## config.mk

```make
export PLATFORM = sky130hd
export DESIGN_NAME = idu_stage
export DESIGN_NICKNAME = d
export VERILOG_FILES = /design/src/rtl/idu_pkg.sv /design/src/rtl/idu_decode.sv /design/src/rtl/idu_stage.sv
export SDC_FILE = /design/constraint.sdc
export NUM_CORES = 1
export LEC_CHECK = 0
export BUFFER_PORTS_ARGS = -buffer_cell sky130_fd_sc_hd__buf_2
export CORE_ASPECT_RATIO = 0.8
export CORE_MARGIN = 2
export CORE_UTILIZATION = 55
export DETAILED_ROUTE_END_ITERATION = 6
export PLACE_DENSITY = 0.81
export SYNTH_ARGS = -nofsm -noshare
export SYNTH_HDL_FRONTEND = slang
export SYNTH_HIERARCHICAL = 1
export SYNTH_SLANG_ARGS = --single-unit
```

## constraint.sdc

```tcl
create_clock -name clk -period 2 [get_ports clk]
set_clock_uncertainty 0.1 [all_clocks]
set_input_delay 0.3 -clock clk [delete_from_list [all_inputs] [get_ports clk]]
set_output_delay 0.3 -clock clk [all_outputs]
set_load 0.01 [all_outputs]
```

## src/rtl/idu_pkg.sv

```systemverilog
// Shared opcodes, op-class enum and decoded-instruction record for the
// RV32I/RV32E decode stage.
package idu_pkg;

  localparam logic [6:0] OPC_OP       = 7'b0110011;
  localparam logic [6:0] OPC_OP_IMM   = 7'b0010011;
  localparam logic [6:0] OPC_LUI      = 7'b0110111;
  localparam logic [6:0] OPC_AUIPC    = 7'b0010111;
  localparam logic [6:0] OPC_JAL      = 7'b1101111;
  localparam logic [6:0] OPC_JALR     = 7'b1100111;
  localparam logic [6:0] OPC_BRANCH   = 7'b1100011;
  localparam logic [6:0] OPC_LOAD     = 7'b0000011;
  localparam logic [6:0] OPC_STORE    = 7'b0100011;
  localparam logic [6:0] OPC_SYSTEM   = 7'b1110011;
  localparam logic [6:0] OPC_MISC_MEM = 7'b0001111;

  localparam logic [31:0] INST_ECALL  = 32'h0000_0073;
  localparam logic [31:0] INST_EBREAK = 32'h0010_0073;

  typedef enum logic [3:0] {
    OP_ALU_R   = 4'd0,
    OP_ALU_I   = 4'd1,
    OP_LUI     = 4'd2,
    OP_AUIPC   = 4'd3,
    OP_JAL     = 4'd4,
    OP_JALR    = 4'd5,
    OP_BRANCH  = 4'd6,
    OP_LOAD    = 4'd7,
    OP_STORE   = 4'd8,
    OP_SYSTEM  = 4'd9,
    OP_FENCE   = 4'd10,
    OP_ILLEGAL = 4'd11
  } op_class_e;

  // Register fields are kept at full 5-bit width; the stage trims them to RAW.
  typedef struct packed {
    logic [31:0] pc;
    logic [4:0]  rs1;
    logic [4:0]  rs2;
    logic [4:0]  rd;
    logic [31:0] imm;
    op_class_e   op;
    logic [2:0]  funct3;
    logic        funct7b5;
    logic        reg_wen;
    logic        ebreak;
    logic        illegal;
  } dec_inst_t;

  function automatic logic writes_rd(input op_class_e op);
    return op inside {OP_ALU_R, OP_ALU_I, OP_LUI, OP_AUIPC, OP_JAL, OP_JALR, OP_LOAD};
  endfunction

endpackage

```

## src/rtl/idu_decode.sv

```systemverilog
// Purely combinational RV32I/RV32E decoder: raw instruction word to a
// decoded-instruction record.
module idu_decode
  import idu_pkg::*;
#(
  parameter int NREG = 32
) (
  input  logic [31:0] pc,
  input  logic [31:0] inst,
  output dec_inst_t   dec
);

  logic [6:0]  opcode;
  logic [2:0]  funct3;
  logic [6:0]  funct7;
  logic [31:0] imm_i;
  logic [31:0] imm_s;
  logic [31:0] imm_b;
  logic [31:0] imm_u;
  logic [31:0] imm_j;
  logic [31:0] imm;
  op_class_e   op;
  logic        use_rs1;
  logic        use_rs2;
  logic        use_rd;
  logic        bad_fn;
  logic        bad_reg;
  logic        illegal;

  assign opcode = inst[6:0];
  assign funct3 = inst[14:12];
  assign funct7 = inst[31:25];

  assign imm_i = {{20{inst[31]}}, inst[31:20]};
  assign imm_s = {{20{inst[31]}}, inst[31:25], inst[11:7]};
  assign imm_b = {{19{inst[31]}}, inst[31], inst[7], inst[30:25], inst[11:8], 1'b0};
  assign imm_u = {inst[31:12], 12'b0};
  assign imm_j = {{11{inst[31]}}, inst[31], inst[19:12], inst[20], inst[30:21], 1'b0};

  always_comb begin
    op      = OP_ILLEGAL;
    imm     = '0;
    use_rs1 = 1'b0;
    use_rs2 = 1'b0;
    use_rd  = 1'b0;
    bad_fn  = 1'b0;
    case (opcode)
      OPC_OP: begin
        op      = OP_ALU_R;
        use_rs1 = 1'b1;
        use_rs2 = 1'b1;
        use_rd  = 1'b1;
        // Only SUB and SRA may carry funct7 = 0x20.
        bad_fn  = !((funct7 == 7'h00) ||
                    ((funct7 == 7'h20) && ((funct3 == 3'b000) || (funct3 == 3'b101))));
      end
      OPC_OP_IMM: begin
        op      = OP_ALU_I;
        imm     = imm_i;
        use_rs1 = 1'b1;
        use_rd  = 1'b1;
        if (funct3 == 3'b001) begin
          bad_fn = (funct7 != 7'h00);
        end else if (funct3 == 3'b101) begin
          bad_fn = !((funct7 == 7'h00) || (funct7 == 7'h20));
        end
      end
      OPC_LUI: begin
        op     = OP_LUI;
        imm    = imm_u;
        use_rd = 1'b1;
      end
      OPC_AUIPC: begin
        op     = OP_AUIPC;
        imm    = imm_u;
        use_rd = 1'b1;
      end
      OPC_JAL: begin
        op     = OP_JAL;
        imm    = imm_j;
        use_rd = 1'b1;
      end
      OPC_JALR: begin
        op      = OP_JALR;
        imm     = imm_i;
        use_rs1 = 1'b1;
        use_rd  = 1'b1;
        bad_fn  = (funct3 != 3'b000);
      end
      OPC_BRANCH: begin
        op      = OP_BRANCH;
        imm     = imm_b;
        use_rs1 = 1'b1;
        use_rs2 = 1'b1;
        bad_fn  = (funct3[2:1] == 2'b01);
      end
      OPC_LOAD: begin
        op      = OP_LOAD;
        imm     = imm_i;
        use_rs1 = 1'b1;
        use_rd  = 1'b1;
        bad_fn  = (funct3 == 3'b011) || (funct3[2:1] == 2'b11);
      end
      OPC_STORE: begin
        op      = OP_STORE;
        imm     = imm_s;
        use_rs1 = 1'b1;
        use_rs2 = 1'b1;
        bad_fn  = funct3[2] || (funct3 == 3'b011);
      end
      OPC_SYSTEM: begin
        op     = OP_SYSTEM;
        imm    = imm_i;
        bad_fn = (inst != INST_ECALL) && (inst != INST_EBREAK);
      end
      OPC_MISC_MEM: begin
        op  = OP_FENCE;
        imm = imm_i;
      end
      default: begin
        bad_fn = 1'b1;
      end
    endcase
  end

  // RV32E only has x0..x15, so bit 4 of any field actually read or written is illegal.
  assign bad_reg = (NREG < 32) &&
                   ((use_rs1 && inst[19]) || (use_rs2 && inst[24]) || (use_rd && inst[11]));
  assign illegal = bad_fn || bad_reg;

  always_comb begin
    dec          = '0;
    dec.pc       = pc;
    dec.rs1      = inst[19:15];
    dec.rs2      = inst[24:20];
    dec.rd       = inst[11:7];
    dec.imm      = imm;
    dec.op       = illegal ? OP_ILLEGAL : op;
    dec.funct3   = funct3;
    dec.funct7b5 = inst[30];
    dec.reg_wen  = !illegal && writes_rd(op) && (inst[11:7] != 5'd0);
    dec.ebreak   = (inst == INST_EBREAK);
    dec.illegal  = illegal;
  end

endmodule

```

## src/rtl/idu_stage.sv

```systemverilog
// Pipelined decode stage: combinational decode into a main output register
// backed by a one-entry skid buffer so in_ready never depends on out_ready.
module idu_stage
  import idu_pkg::*;
#(
  parameter int XLEN = 32,
  parameter int NREG = 32,
  parameter int RAW  = $clog2(NREG)
) (
  input  logic            clk,
  input  logic            rst_n,
  input  logic            flush,
  input  logic            in_valid,
  output logic            in_ready,
  input  logic [XLEN-1:0] in_pc,
  input  logic [31:0]     in_inst,
  output logic            out_valid,
  input  logic            out_ready,
  output logic [XLEN-1:0] out_pc,
  output logic [RAW-1:0]  out_rs1,
  output logic [RAW-1:0]  out_rs2,
  output logic [RAW-1:0]  out_rd,
  output logic [XLEN-1:0] out_imm,
  output logic [3:0]      out_op,
  output logic [2:0]      out_funct3,
  output logic            out_funct7b5,
  output logic            out_reg_wen,
  output logic            out_ebreak,
  output logic            out_illegal
);

  dec_inst_t dec;
  dec_inst_t m_data_d;
  dec_inst_t m_data_q;
  dec_inst_t s_data_d;
  dec_inst_t s_data_q;
  logic      m_valid_d;
  logic      m_valid_q;
  logic      s_valid_d;
  logic      s_valid_q;
  logic      accept;
  logic      m_free;

  idu_decode #(
    .NREG (NREG)
  ) u_decode (
    .pc   (in_pc),
    .inst (in_inst),
    .dec  (dec)
  );

  assign in_ready = !s_valid_q;
  assign accept   = in_valid && !s_valid_q;
  assign m_free   = !m_valid_q || out_ready;

  // The skid entry only fills while M is held, so M refills from S first;
  // S is never valid at the same time as an accept.
  always_comb begin
    m_valid_d = m_valid_q;
    m_data_d  = m_data_q;
    s_valid_d = s_valid_q;
    s_data_d  = s_data_q;
    if (flush) begin
      m_valid_d = 1'b0;
      s_valid_d = 1'b0;
    end else if (m_free) begin
      if (s_valid_q) begin
        m_valid_d = 1'b1;
        m_data_d  = s_data_q;
        s_valid_d = 1'b0;
      end else if (accept) begin
        m_valid_d = 1'b1;
        m_data_d  = dec;
      end else begin
        m_valid_d = 1'b0;
      end
    end else if (accept) begin
      s_valid_d = 1'b1;
      s_data_d  = dec;
    end
  end

  always_ff @(posedge clk or negedge rst_n) begin
    if (!rst_n) begin
      m_valid_q <= 1'b0;
      m_data_q  <= '0;
      s_valid_q <= 1'b0;
      s_data_q  <= '0;
    end else begin
      m_valid_q <= m_valid_d;
      m_data_q  <= m_data_d;
      s_valid_q <= s_valid_d;
      s_data_q  <= s_data_d;
    end
  end

  assign out_valid    = m_valid_q;
  assign out_pc       = m_data_q.pc[XLEN-1:0];
  assign out_rs1      = m_data_q.rs1[RAW-1:0];
  assign out_rs2      = m_data_q.rs2[RAW-1:0];
  assign out_rd       = m_data_q.rd[RAW-1:0];
  assign out_imm      = m_data_q.imm[XLEN-1:0];
  assign out_op       = m_data_q.op;
  assign out_funct3   = m_data_q.funct3;
  assign out_funct7b5 = m_data_q.funct7b5;
  assign out_reg_wen  = m_data_q.reg_wen;
  assign out_ebreak   = m_data_q.ebreak;
  assign out_illegal  = m_data_q.illegal;

endmodule
```

==> flow_summary.yaml, run 1 <==
status:
  status: "finished, violations left"
  violations: "negative setup slack"
final_layout:
  final_cell_mix: "mux2_2, dfrtp_1, buf_2"
  drive_above_1_share: 0.640
  final_common_cell: "mux2_2"
  final_util: 0.678
  layout.nets: 928
  area_delta_synth_final_pct: 21.4
  nFillCells: 1262
  regArea_um2: 4560
  multi_input_area_um2: 4040
grt:
  grt_start_max_net_pins: 59
  grt_first_pass_wirelength_mm: 33.7
  antenna_found_initial: 1
  grt_overflow: 0
  grt_pass1_vias: 6454
  track_usage: 0.246
yosys:
  yosysSeqAreaShare: 0.498
  synth_area_um2: 9150
  syn_inst: 681
  syn_area_per_cell_um2: 13.4
  yosys_warnings: 6
  synth_nets: 750
  synth_seq_cells: 182
  synthDistinctLibCells: 49
route:
  routed_wl_mm: 21.2
  ant_nets: 0
  drtPass1Iterations: 4
  route.detailed.drc: 0
  routedWlPerCell_um: 19.4
  drtIter0Drc: 326
  vias: 6065
  viasPerCell: 5.55
worst_setup_path:
  worst_ep_arrival_time_ps: 2380
  cp_max_fo: 3
  cp_slowest_stage_delay_ps: 570
  ff2ff_path_depth: 4
  path_buf_inv: 1
  path_cells: "buf_6 -> or4_4 -> o311ai_4 -> o21a_1 -> o31ai_1 -> or3_1 -> mux2_2 -> mux2_2"
  regToRegEndpoint: "out_imm[22]"
  path_delay_family: "simple AND/OR/NAND/NOR gates"
  criticalPathCategory: "in -> reg"
  cp_data_required_time_ps: 2220
  worst-path-stages: 8
  cpMostUsedCell: "mux2_2"
  critPathLaunch: "in_inst[27]"
  endpoint_kind: "flop"
  critPathCapture: "out_op[0]"
  regToRegStartpoint: "out_valid"
  reg2reg_slack_ps: 170
  start_kind: "input pin"
  critPathSlowestCell: "or4_4"
min_path:
  hold_depth: 2
  hold_class: "in -> reg"
  hold_start: "in_pc[0]"
sta:
  timing.final.ws_setup_ps: -160
  setup_viol: 6
  slew_headroom: 0.627
  drv_slew: 0
  hold_viol_final: 0
  grt_setup_unrepaired: "yes"
  worst_pin_slew_ps: 560
  min_period_ps: 2160
  fmax_mhz: 463
  finalCritPeriodShare: 1.08
place:
  gp_congestion: 0.928
  dp_hpwl_mm: 15.1
  port_buffers: 160
  place_ws_ps: -667
power:
  ir_drop_v: 0.000602
  p_leak_nw: 5.45
  power.density_nw_per_um2: 852
clock_network:
  cts_sinks: 182
  clock_path_buffers: 2
  cts_buffers: 17
  cts_max_level: 4
  insertion_delay_ps: 430
  cts_root_buf: "clkbuf_16"
  cts.clk_slew.worst_paths_ps: 70
  cts_tree: "done"
flow_run:
  maxCapViolCount: 0
die:
  dieArea_um2: 17700
  die_w_um: 148
  pin_count: 161
  fp.dieH_um: 119
  start_util: 0.558
  rows: 42
  core_region_area_um2: 16400
## registers in the layout, indices dropped and copies added (netlist names)
name / flops
out_imm: 32
out_funct3: 3
out_rs1: 5
s_data_q: 90
s_valid_q: 1
out_funct7b5: 1
out_illegal: 1
out_valid: 1
out_pc: 32
out_rs2: 5
out_rd: 5
out_ebreak: 1
out_reg_wen: 1
out_op: 4
## metal layers
| layer | track usage | part of all wire | up-vias |
|---|---|---|---|
| met1 | 0.334 | 0.45 | 3116 |
| met4 | 0.0875 | 0.025 | 0 |
| met3 | 0.0437 | 0.039 | 36 |
| met2 | 0.400 | 0.49 | 148 |
| li1 | - | - | 2765 |
| met5 | 0 | 0 | - |
## per-stage QoR
stage                     cells  cell area [µm²]  setup TNS, ps  hold slack, ps  power, mW
after global routing       1093            11100           -932           0.125       9.90
after detailed placement   1046            10300         -17970             198       6.14
after floorplan             681             9170          -2160           -95.6       5.47
final                      1093            11100           -722            20.7       9.46
after CTS                  1090            11000           -599           0.341       9.56
after global placement     1046            10300         -15890             189       6.03
## cell families after synthesis
kind of cell               synth area share
muxes                                 0.332
DFF                                   0.498
buffers and inverters                0.0727
and+or+nand+nor                      0.0450
AOI/OAI and AO/OA                    0.0496
xor gates and xnor gates            0.00191
adders and majority gates           0.00109
## synthesized netlist by cell type, drive strengths merged
| cell type | number | area (µm²) |
|---|---|---|
| a211o | 2 | 17.5 |
| a21o | 20 | 151 |
| a21oi | 11 | 55.1 |
| a221oi | 1 | 8.76 |
| a22o | 4 | 35.0 |
| a22oi | 4 | 30.0 |
| a2bb2oi | 1 | 8.76 |
| a31oi | 1 | 6.26 |
| and2 | 9 | 57.6 |
| and4 | 2 | 17.5 |
| buf | 80 | 579 |
| clkbuf | 10 | 67.6 |
| dfrtp | 182 | 4550 |
| inv | 5 | 18.8 |
| maj3 | 1 | 10.0 |
| mux2 | 270 | 3040 |
| nand2 | 12 | 45.0 |
| nand2b | 3 | 18.8 |
| nand3 | 2 | 10.0 |
| nand3b | 2 | 15.0 |
| nand4 | 1 | 6.26 |
| nor2 | 12 | 45.0 |
| nor2b | 4 | 32.5 |
| nor3 | 7 | 51.3 |
| nor3b | 2 | 15.0 |
| nor4 | 4 | 25.0 |
| nor4b | 2 | 17.5 |
| o2111ai | 1 | 15.0 |
| o211a | 1 | 10.0 |
| o211ai | 1 | 7.51 |
| o21a | 1 | 7.51 |
| o21ai | 10 | 50.1 |
| o311ai | 1 | 26.3 |
| o31ai | 1 | 7.51 |
| o32ai | 2 | 17.5 |
| or2 | 2 | 12.5 |
| or3 | 2 | 12.5 |
| or4 | 3 | 30.0 |
| xor2 | 2 | 17.5 |
## how the worst min path moves through the flow
stage	to	slack, ps
after floorplan	out_ebreak	-100
after global routing	s_data_q[80]	0.1
after global placement	out_imm[25]	190
final	s_data_q[58]	20
after CTS	s_data_q[65]	0.3
after detailed placement	out_imm[26]	200
## power by group
group	leakage (nW)	internal (mW)	switching, mW
clock network	0.291	1.81	1.54
registers	2.30	4.22	0.279
logic	2.86	0.883	0.731
## area by class of cell
cell class	instances	area share
timing repair buffer	249	0.145
clock buffer	18	0.0395
tap	220	0.0248
multi-input combinational	404	0.363
sequential	182	0.410
clock inverter	14	0.0146
antenna	1	0.000225
inverter	5	0.00169
## repair_timing
action,in CTS,in global routing
hold endpoints to repair,56,0
buffers inserted,5,3
gates resized for setup,9,15
hold buffers,7,0
pin swaps,9,9
endpoints found under the setup margin,6,15
(Power assumes the default switching activity.)
==> inputs of run 2 (changes only) <==
--- a/config.mk
+++ b/config.mk
@@ -11,6 +11,7 @@
 export CORE_UTILIZATION = 55
 export DETAILED_ROUTE_END_ITERATION = 6
 export PLACE_DENSITY = 0.81
+export SETUP_SLACK_MARGIN = 0.5
 export SYNTH_ARGS = -nofsm -noshare
 export SYNTH_HDL_FRONTEND = slang
 export SYNTH_HIERARCHICAL = 1
==> run 2 against run 1 <==
  * The run still ends with negative setup slack left
  * Total power rose by 13%
  * Via count rose by 20%
  * First-iteration DRC count is 98% higher
  * Sequential cell count is the same
  * Combinational power up 51%
  * Worst setup slack lost 75 ps
  * Clock-buffer cell count did not move
  * Clock power increased by 9.9%
  * Sequential share of layout area down 8.2 points
  * Critical endpoint is now out_op[1]
  * Largest power group unchanged
  * Highest routed layer unchanged
==> flow_summary.yaml, run 2 (synthesized netlist as in run 1, its figures left out) <==
worst_setup_path:
  cp_max_fo: 4
  start_kind: "input pin"
  cpMostUsedCell: "mux2_4"
  path_cells: "buf_6 -> or4_4 -> o311ai_4 -> buf_4 -> o2111ai_4 -> nor3_4 -> nand2_1 -> mux2_4 -> mux2_4"
  cp_data_required_time_ps: 2230
  path_delay_family: "simple AND/OR/NAND/NOR gates"
  worst_ep_arrival_time_ps: 2460
  endpoint_kind: "flop"
  criticalPathCategory: "in -> reg"
  path_buf_inv: 2
  worst-path-stages: 9
  ff2ff_path_depth: 8
  critPathSlowestCell: "or4_4"
  cp_slowest_stage_delay_ps: 590
clock_network:
  cts_tree: "done"
  cts.clk_slew.worst_paths_ps: 80
  cts_sinks: 182
  insertion_delay_ps: 440
  cts_root_buf: "clkbuf_16"
  clock_path_buffers: 2
  cts_max_level: 4
  cts_buffers: 17
final_layout:
  final_cell_mix: "mux2_4, dfrtp_1, buf_2"
  regMostFlops: "s_data_q"
  nFillCells: 769
  drive_above_1_share: 0.707
  antenna_cells: 0
  final_cell_count_no_fill: 1185
  area_delta_synth_final_pct: 51.7
  largest_reg_flops: 90
  final_common_cell: "mux2_4"
  layout.nets: 1021
sta:
  worst_pin_slew_ps: 458
  setup_tns_ps: -1760
  drv_slew: 0
  slew_headroom: 0.695
  min_period_ps: 2240
  timing.final.ws_setup_ps: -235
  hold_viol_final: 0
  setup_viol: 10
  finalCritPeriodShare: 1.12
  grt_setup_unrepaired: "yes"
  fmax_mhz: 447
route:
  viasPerCell: 6.12
  top_layer_used: "met4"
  drtPass1Iterations: 5
  route.detailed.drc: 0
  routedWlPerCell_um: 28.2
  ant_nets: 0
  wl_met1_mm: 14.0
  routed_wl_mm: 33.5
  wl_met2_mm: 16.0
  wl_met3_mm: 2.53
  vias: 7252
  drtIter0Drc: 644
grt:
  antenna_found_initial: 0
  grt_start_max_net_pins: 55
  track_usage: 0.324
  grt_pass1_vias: 7202
  grt_overflow: 0
  grt_first_pass_wirelength_mm: 42.8
die:
  dieArea_um2: 17700
  start_util: 0.558
  rows: 42
  die_w_um: 148
  fp.dieH_um: 119
  core_region_area_um2: 16400
  pin_count: 161
place:
  dp_cells: 1049
  gp_congestion: 0.861
  port_buffers: 160
  dp_hpwl_mm: 15.9
power:
  finalPower_mw: 10.7
  p_leak_nw: 7.08
  power.density_nw_per_um2: 772
  ir_drop_v: 0.000580
min_path:
  hold_depth: 2
  hold_class: "in -> reg"
status:
  status: "finished, violations left"
  violations: "negative setup slack"
flow_run:
  maxCapViolCount: 0
[run 2: changes by cell type in the layout (fill, tap and decap cells not counted), sizes merged]
| cell | change |
|---|---|
| buf | +86 |
| clkbuf | +6 |
| clkinv | -4 |
| bufinv | +2 |
| bufbuf | +1 |
| clkinvlp | +1 |
| diode | -1 |
| inv | +1 |
[run 2: per-layer routing]
metal,vias to the layer above,track usage
met2,416,0.512
met3,72,0.0605
met1,3810,0.462
li1,2954,-
met4,0,0.0905
met5,-,0
[run 2: through the flow]
step	instance area [µm²]	hold slack, ps	setup WS, ps	utilization
finish	13900	13.9	-235	0.847
detailed placement	10600	156	-655	0.648
global placement	10600	152	-605	0.648
global route	13900	-5.53	-220	0.847
floorplan	9580	-95.6	-397	-
CTS	12800	3.52	-134	0.779
[run 2: path summary, 6_finish.rpt]
path	start	endpoint	slack, ps
worst max-delay path	in_inst[27]	out_op[1]	-240
worst min-delay path	in_pc[22]	s_data_q[80]	10
worst max register to register	out_valid	s_data_q[28]	60
worst min register to register	out_pc[24]	out_pc[24]	410
max in group asynchronous	rst_n	s_data_q[65]	890
min in group asynchronous	rst_n	s_data_q[31]	260
[run 2: cell type report]
cell class              instances  area (µm²)  share of cell area
clock buffers                  18         439              0.0316
well taps                     220         275              0.0198
repair buffers                342        3410               0.246
flip-flops and latches        182        4560               0.328
clock inverters                14         185              0.0133
inverters                       5        26.3             0.00189
multi-input cells             404        4990               0.359
[run 2: where the power goes]
part | internal (mW) | switching [mW] | total (mW)
Sequential | 4.23 | 0.382 | 4.61
Combinational | 1.45 | 0.979 | 2.43
Clock | 2.04 | 1.64 | 3.68
[run 2: timing repair]
action / CTS / global route
pin swaps: 14 / 4
endpoints found under the hold margin: 34 / 6
endpoints found under the setup margin: 181 / 182
hold buffers: 1 / 6
gates cloned: 24 / 11
resized for setup: 130 / 157
buffers inserted: 38 / 24
[run 2: worst reg2reg max path: stages (launching register included)]
cell,delay (ps)
dfrtp_1,380
nor2b_4,220
buf_6,120
nand3_4,150
buf_6,170
buf_12,120
buf_6,120
buf_16,140
mux2_4,300
==> inputs of run 3 (changes only) <==
--- a/config.mk
+++ b/config.mk
@@ -5,12 +5,13 @@
 export SDC_FILE = /design/constraint.sdc
 export NUM_CORES = 1
 export LEC_CHECK = 0
+export ABC_AREA = 1
 export BUFFER_PORTS_ARGS = -buffer_cell sky130_fd_sc_hd__buf_2
 export CORE_ASPECT_RATIO = 0.8
 export CORE_MARGIN = 2
 export CORE_UTILIZATION = 55
 export DETAILED_ROUTE_END_ITERATION = 6
-export PLACE_DENSITY = 0.81
+export PLACE_DENSITY = 0.8
 export SETUP_SLACK_MARGIN = 0.5
 export SYNTH_ARGS = -nofsm -noshare
 export SYNTH_HDL_FRONTEND = slang
==> run 3 against run 2 <==
  * The flow finishes with violations (negative hold slack)
  * Largest power group unchanged
  * Worst setup slack better by 470 ps
  * Wire length is 24% higher
  * Combinational power is 8.6% lower
  * Sequential share of layout area is 0.52 points higher
  * First-iteration DRC count grew to 2.7 times the previous value
  * Global-route usage is 0.19 points lower
  * Critical path type unchanged
  * Sequential cell count stayed put
  * Non-clock buffer count is 43 lower
  * Via count is 51% higher
  * Synthesized cell count is 94% higher
  * Area after synthesis is 4.3% higher
  * Final area is 1.6% lower
==> flow_summary.yaml, run 3 <==
clock_network:
  cts_max_level: 4
  cts_buffers: 17
  cts.clk_slew.worst_paths_ps: 70
  cts_root_buf: "clkbuf_16"
  insertion_delay_ps: 450
  cts_tree: "done"
  cts_sinks: 182
  clock_path_buffers: 2
yosys:
  syn_area_per_cell_um2: 7.22
  yosysSeqAreaShare: 0.477
  synthTopCellsByCount: "nand2_1, nand3_1, dfrtp_1"
  synth_seq_cells: 182
  yosysMostFrequentCell: "nand2_1"
  synthDistinctLibCells: 25
  synthDominantCellAreaShare: 0.477
  synth_edf_count: 0
  synth_flop_cell: "dfrtp_1"
  yosys_warnings: 6
  async_reset_ff_frac: 1.00
  synth_area_um2: 9550
  syn_inst: 1322
  yosys-top-cells-area: "dfrtp_1, nand2_1, nand3_1"
  synth_nets: 1391
  synth_top_area_cell: "dfrtp_1"
sta:
  min_period_ps: 1770
  timing.final.ws_setup_ps: 231
  fmax_mhz: 565
  hold_viol_final: 1
  worst_pin_slew_ps: 483
  slew_headroom: 0.678
  finalCritPeriodShare: 0.885
  setup_viol: 0
  grt_setup_unrepaired: "yes"
  hold_ws_ps: -5.03
  drv_slew: 0
power:
  ir_drop_v: 0.000529
  p_int_mw: 7.11
  clockPowerShare: 0.342
  power.density_nw_per_um2: 757
  p_leak_nw: 7.50
  swShare: 0.312
  combPwrFrac: 0.215
  switching_power_mw: 3.22
  power_frac_seq: 0.443
worst_setup_path:
  reg2reg_slack_ps: 330
  regToRegStartpoint: "s_valid_q"
  cpMostUsedCell: "nand2_1"
  regToRegEndpoint: "s_data_q[89]"
  critPathSlowestCell: "nand2b_4"
  start_kind: "input pin"
  critPathLaunch: "in_inst[2]"
  ff2ff_path_depth: 7
  cp_max_fo: 8
  endpoint_kind: "flop"
  path_cells: "buf_8 -> inv_6 -> nand2_4 -> nor2_4 -> buf_12 -> nand2_8 -> nand4_1 -> nand2b_4 -> buf_12 -> nand2_8 -> nand4_1 -> nand2_1 -> nand2_1 -> nand3_1 -> nand2_1"
  cp_slowest_stage_delay_ps: 260
  cp_data_required_time_ps: 2230
  criticalPathCategory: "in -> reg"
  worst_ep_arrival_time_ps: 2000
route:
  drtPass1Iterations: 7
  ant_nets: 0
  drtIter0Drc: 1745
  route.detailed.drc: 0
  viasPerCell: 6.26
  vias: 10956
  routed_wl_mm: 41.5
  routedWlPerCell_um: 23.7
grt:
  antenna_found_initial: 2
  grt_overflow: 0
  grt_start_max_net_pins: 68
  grt_pass1_vias: 8749
  track_usage: 0.322
  grt_first_pass_wirelength_mm: 45.9
die:
  core_region_area_um2: 17200
  die_w_um: 151
  rows: 43
  start_util: 0.556
  pin_count: 161
  dieArea_um2: 18400
  fp.dieH_um: 122
flow_run:
  maxCapViolCount: 0
place:
  dp_hpwl_mm: 17.4
  gp_congestion: 0.925
  port_buffers: 160
  place_ws_ps: -104
final_layout:
  final_cell_mix: "nand2_1, dfrtp_1, nand3_1"
  final_common_cell: "nand2_1"
  largest_reg_flops: 90
  regMostFlops: "s_data_q"
  area_delta_synth_final_pct: 43.1
  drive_above_1_share: 0.374
  layout.nets: 1580
min_path:
  hold_class: "in -> reg"
  hold_start: "in_pc[17]"
  worstHoldEndpoint: "s_data_q[75]"
  hold_depth: 3
status:
  violations: "negative hold slack"
  status: "finished, violations left"
## run 3: cell count changes after synthesis, sizes merged, moves of 23 or more
cell / change
buf: +23
nand2: +687
nor2: +28
nand3: +191
mux2: -270
inv: +25
## run 3: how the worst max path moves through the flow
stage	endpoint	slack, ps	cells past startpoint
2_1_floorplan	out_imm[20]	320	14
3_3_place_gp	out_op[1]	-40	17
3_5_place_dp	out_op[1]	-100	17
4_1_cts	in_ready	430	3
5_1_grt	out_op[1]	240	15
6_report	out_imm[31]	230	15
## run 3: layer usage
layer,GRT usage,share of wire,wire length [µm],up-vias
met1,0.464,0.35,14400,5138
li1,-,-,-,4506
met3,0.0685,0.15,6130,309
met2,0.480,0.42,17600,1001
met5,0,0.0016,66,-
met4,0.124,0.081,3350,2
## run 3: kinds of logic after synthesis
kind of cell | count (synthesis) | synth area share
buffers and inverters | 162 | 0.0971
flip-flops | 182 | 0.477
AO/OA/AOI/OAI | 29 | 0.0174
AND/OR/NAND/NOR | 949 | 0.408
## run 3: metrics by stage
| step | instance area [µm²] | power [mW] | instances | TNS [ps] | util |
|---|---|---|---|---|---|
| global route | 13700 | 10.6 | 1749 | 0 | 0.796 |
| floorplan | 9640 | 5.35 | 1322 | 0 | - |
| CTS | 11400 | 9.46 | 1670 | 0 | 0.662 |
| global placement | 10400 | 5.92 | 1618 | -142 | 0.605 |
| finish | 13700 | 10.3 | 1750 | 0 | 0.796 |
| detailed placement | 10400 | 5.97 | 1618 | -767 | 0.605 |
## run 3: layout make-up
class	instances	area, µm²
inverters	30	143
well taps	225	282
flip-flops and latches	182	4560
diodes	2	5.00
clock buffers	25	505
multi-input cells	981	5130
repair buffers	299	2950
clock inverters	6	91.3
fillers	1062	3500
## run 3: what timing repair did
item / in CTS / in global routing
endpoints found under the setup margin: 89 / 176
gates resized for setup: 33 / 321
cloned: 6 / 46
endpoints found under the hold margin: 40 / 0
buffers inserted: 14 / 32
hold buffers: 1 / 0
pin swaps: 14 / 101
## run 3: critical path, delay by kind of cell
kind                   cells  cell delay, ps
and+or+nand+nor           11            1280
buffers and inverters      4             400
## run 3: power groups by stage
stage / logic, mW / clock network [mW] / registers [mW]
detailed placement: 1.47 / 0 / 4.50
finish: 2.22 / 3.54 / 4.58
floorplan: 0.790 / 0 / 4.56
CTS: 1.55 / 3.47 / 4.44
global placement: 1.43 / 0 / 4.48
global route: 2.35 / 3.67 / 4.63
